$ cat src/rtl/ififo_simple.sv
// Instruction FIFO between fetch and dispatch: DEPTH-entry circular buffer with
// wrap-bit pointers, valid/ready on both sides and a single-cycle flush on redirect.
package ififo_simple_pkg;
  localparam int unsigned INSTR_W = 32;
  localparam int unsigned ADDR_W  = 32;

  typedef struct packed {
    logic [INSTR_W-1:0] instr;
    logic [ADDR_W-1:0]  pc;
    logic               is_cond_br;
    logic               br_dir_pred;
    logic [ADDR_W-1:0]  br_target_pred;
  } ififo_entry_t;
endpackage

module ififo_simple
  import ififo_simple_pkg::*;
#(
  parameter int unsigned DEPTH     = 8,
  parameter int unsigned PTR_WIDTH = $clog2(DEPTH)
) (
  input  logic                 clk,
  input  logic                 rst_aL,
  input  logic                 fetch_ififo_valid,
  output logic                 fetch_ififo_ready,
  input  ififo_entry_t         fetch_ififo_data,
  output logic                 ififo_dispatch_valid,
  input  logic                 ififo_dispatch_ready,
  output ififo_entry_t         ififo_dispatch_data,
  input  logic                 fetch_redirect_valid,
  output logic [PTR_WIDTH:0]   ififo_count
);

  localparam int unsigned PTR_W = PTR_WIDTH + 1;

  ififo_entry_t           mem [DEPTH];
  logic [PTR_W-1:0]       head;
  logic [PTR_W-1:0]       tail;
  logic                   empty;
  logic                   full;
  logic                   enq;
  logic                   deq;

  // Status and handshake decode; ready never looks at the dispatch side.
  always_comb begin
    empty                = (head == tail);
    full                 = (head[PTR_WIDTH-1:0] == tail[PTR_WIDTH-1:0]) &&
                           (head[PTR_WIDTH] != tail[PTR_WIDTH]);
    fetch_ififo_ready    = !full;
    ififo_dispatch_valid = !empty;
    enq                  = fetch_ififo_valid && !full;
    deq                  = !empty && ififo_dispatch_ready;
    ififo_count          = tail - head;
    ififo_dispatch_data  = mem[head[PTR_WIDTH-1:0]];
  end

  // Pointer update: reset beats flush, flush beats enq/deq.
  always_ff @(posedge clk) begin
    if (!rst_aL) begin
      head <= '0;
      tail <= '0;
    end else if (fetch_redirect_valid) begin
      head <= '0;
      tail <= '0;
    end else begin
      if (enq) tail <= tail + PTR_W'(1);
      if (deq) head <= head + PTR_W'(1);
    end
  end

  // Storage is not reset; entries are only observable through the valid range.
  always_ff @(posedge clk) begin
    if (rst_aL && !fetch_redirect_valid && enq) begin
      mem[tail[PTR_WIDTH-1:0]] <= fetch_ififo_data;
    end
  end

endmodule

$ cat config.mk
export PLATFORM = sky130hd
export DESIGN_NAME = ififo_simple
export DESIGN_NICKNAME = d
export VERILOG_FILES = /design/src/rtl/ififo_simple.sv
export SDC_FILE = /design/constraint.sdc
export NUM_CORES = 1
export LEC_CHECK = 0
export BUFFER_PORTS_ARGS = -buffer_cell sky130_fd_sc_hd__buf_2
export CORE_MARGIN = 2
export CORE_UTILIZATION = 50
export DETAILED_ROUTE_END_ITERATION = 12
export PLACE_DENSITY = 0.72
export SLEW_MARGIN = 0
export SYNTH_ARGS = -nofsm -noshare
export SYNTH_HDL_FRONTEND = slang
export SYNTH_SLANG_ARGS = --single-unit
$ cat constraint.sdc
create_clock -name clk -period 12.4 [get_ports clk]
set_input_delay 0.62 -clock clk [delete_from_list [all_inputs] [get_ports clk]]
set_output_delay 0.62 -clock clk [all_outputs]
set_load 0.02 [all_outputs]
==> impl_metrics.csv <==
group,metric,value,unit
outcome,outcome,"complete, no violations",
global_route,grt_antenna_before_repair,8,
sta,worst_slew_pin_slew,1020,ps
pwr,p_leak,10.9,nW
clock_tree,htree_levels,3,
sta,finalCriticalPeriod,5390,ps
clock_tree,cts_setup_buffers,0,
min_path,min-delay-start,"fetch_ififo_data[41]",
pwr,p_int,4.37,mW
critical_path,reg2reg_slack,8100,ps
sta,finalSetupViolCount,0,
synthesis,synth_cells,1209,
sta,holdWs,268,ps
global_route,grt-busiest-layer,"met2",
route,wl_per_cell,25.1,um
critical_path,crit_arrival,4770,ps
layout,drive_above_1_share,40.8,%
clock_tree,cts_root_buf,"clkbuf_16",
route,dr_total_vias,13200,
layout,final_common_cell,"edfxtp_1",
critical_path,crit_path_cell_trace,"buf_4 > buf_4 > buf_4 > mux4_2 > mux2_2 > buf_2",
sta,max_freq,0.185,GHz
pwr,vdd_drop_max,0.110,mV
clock_tree,cts_tree,"done",
synthesis,yosys.area_share.xor_xnor,0.316,%
pwr,total_power,5.42,mW
clock_tree,clockBufferDepth,3,
synthesis,synth_nets,1318,
critical_path,worst_r2r_endpoint,"mem[7][16]$_DFFE_PP_",
sta,hold_violations,0,
synthesis,synth_compound_area_share,0.174,%
synthesis,syn_area,30100,sq um
die,initial_utilization,50.8,%
global_route,grt_pass1_vias,14100,
sta,totalNegativeSetupSlack,0,ps
pwr,power.share.sequential,54.8,%
critical_path,path_buf_inv,4,
route,drt_wl_total,57.8,mm
route,drt_first_pass_iters,5,
synthesis,yosysWarnings,0,
sta,clock_skew,15.6,ps
synthesis,syn_avg_cell_area,24.9,sq um
sta,final-max-slew-violation-count,0,
critical_path,crit_slowest_cell,"buf_4",
layout,utilization,58.2,%
global_route,grt_max_degree,58,
critical_path,cp.required,11780,ps
global_route,met1_usage,26.3,%
sta,rsz0062_at_grt,"no",
die,die_w,249,um
synthesis,synth_largest_area_cell,"edfxtp_1",
synthesis,yosysSeqAreaShare,78.9,%
critical_path,end_kind,"output pin",
route,vias_per_cell,5.76,
critical_path,r2r_start,"tail[0]$_SDFFE_PP0P_",
layout,area_delta_synth_final,14.6,%
sta,relSlewSlack,32.2,%
clock_tree,clk_pin_slew,60,ps
synthesis,synth_top_family_by_area,"multiplexers",
critical_path,cp_max_fo,51,
job,maxCapViolCount,0,
synthesis,synthTopCellsByArea,"edfxtp_1 (78%), mux4_2 (13%), mux2_2 (3.7%)",
clock_tree,clk_latency,620,ps
global_route,grt-ovfl-total,0,
die,dieArea,62200,sq um
critical_path,cp-start-kind,"flip-flop",
min_path,hold_end,"mem[1][41]$_DFFE_PP_",
route,antenna_left,0,
pwr,clkPwrFrac,42.5,%
layout,fill_cells,4202,
clock_tree,cts_resized,0,
synthesis,synth-simple-area-share,0.440,%
pwr,sw_frac_of_total,19.3,%
pwr,p_comb_share,2.7,%
min_path,hold_path_depth,1,
route,drc,0,
pwr,p_per_area,157,nW/um^2
critical_path,crit_type,"reg -> out",
global_route,grt_pass1_wl,87.2,mm
place,gp_congestion,0.718,
place,port_buffers,206,
critical_path,max_stage_delay,850,ps
critical_path,critPathTopFamily,"buffers and inverters",
clock_tree,cts_buffers,80,
layout,nets,1574,
die,io_pins,207,
die,fp.dieH,249,um
sta,period_share,43.5,%
place,hpwl,29.9,mm
synthesis,synth_mux_area_share,18.6,%
synthesis,synth_top_area_share,78.1,%
layout,mostFrequentLayoutCells,"edfxtp_1 (784), buf_2 (206), mux4_2 (174)",
clock_tree,hold_buffers,0,
pwr,power_switching,1.05,mW
die,core_area,59400,sq um
global_route,met2_usage,30.5,%
critical_path,ff2ff_path_depth,8,
global_route,grt.met3_usage,4.06,%
route,drt_iter0_drc,956,
die,rows,89,
clock_tree,clock-sinks,795,
global_route,grtUsageTotal,18.9,%
synthesis,synth_fa_ha_area_share,0.274,%
synthesis,ys_seq_elements,795,
critical_path,critical_path.most_common_cell,"buf_4",
min_path,min_path_type,"in -> reg",
synthesis,synth_cell_types,30,
## layer usage
layer  wire (um)  part of all wire [%]  up-vias
met3        3380                   5.8       88
met1       24800                    43     7092
met5          96                  0.17        -
met4         983                   1.7       16
met2       28500                    49      351
li1            -                     -     5692
## kinds of logic (layout without fill, tap and decap cells)
kind of cell               Yosys count  after routing
DFF                                795            795
adders and majority gates            6              6
muxes                              295            295
and+or+nand+nor                     30             30
other                                0              1
buffers and inverters               64            381
AOI/OAI and AO/OA                    9              9
xor gates and xnor gates            10             10
## Yosys cell counts
cell      instances
or3_1             2
buf_6            15
o21ai_1           1
o21ai_0           1
ha_1              5
nand3_1           2
xnor2_2           1
fa_1              1
nor2_1           14
dfxtp_1          11
nand2_1           6
clkbuf_1         15
inv_1             8
nand2b_1          1
o211ai_1          2
nand4_1           2
a21oi_1           4
buf_1             7
mux2_2           98
edfxtp_1        784
buf_8             2
nor3_1            2
and3_1            1
mux4_2          174
xnor2_1           7
xor2_1            2
mux4_1           22
mux2i_1           1
buf_2            17
a21o_1            1
## worst max path at each step
stage                                    to            startpoint  depth (start not counted)
floorplan               mem[4][0]$_DFFE_PP_  tail[0]$_SDFFE_PP0P_                          6
global placement    ififo_dispatch_data[58]             flip-flop                          6
detailed placement  ififo_dispatch_data[18]             flip-flop                          6
CTS                 ififo_dispatch_data[58]             flip-flop                          6
global route        ififo_dispatch_data[58]             flip-flop                          6
finish              ififo_dispatch_data[18]             flip-flop                          6
## final cells by class
type | instances | area (sq um) | area share (%)
flip-flops and latches | 795 | 23800 | 68.9
multi-input cells | 350 | 6030 | 17.5
clock buffers | 102 | 2160 | 6.25
repair buffers | 230 | 1210 | 3.51
well taps | 773 | 967 | 2.80
clock inverters | 41 | 355 | 1.03
inverters | 8 | 30.0 | 0.0870
diodes | 1 | 2.50 | 0.00725
## registers in the layout, summed over array words and instances, names as in the netlist, named ones only
register  cells
mem         784
head          4
tail          4
## power groups by stage
stage | combinational, mW | clock [mW] | sequential (mW)
floorplan | 0.0781 | 0 | 3.03
global placement | 0.142 | 0 | 3.03
detailed placement | 0.147 | 0 | 3.03
CTS | 0.148 | 2.36 | 2.97
global route | 0.158 | 2.47 | 2.97
finish | 0.145 | 2.31 | 2.97
## worst reg2reg max path, cell delays in order, from the launching register on
cell and delay [ps]:
dfxtp_1 460, inv_1 130, ha_1 320, nand3_1 160, o21ai_1 150, or3_1 540
nor2_4 720, buf_4 590, buf_4 830
## metrics by stage
step / cell area (sq um) / worst slack, ps / std cells
after global placement: 32000 / 7420 / 2156
after CTS: 34500 / 6750 / 2299
final: 34500 / 7010 / 2300
after detailed placement: 32000 / 7410 / 2156
after global routing: 34500 / 6530 / 2299
after floorplan: 30100 / 3630 / 1209
No activity file was read; power rests on OpenSTA's default activity.
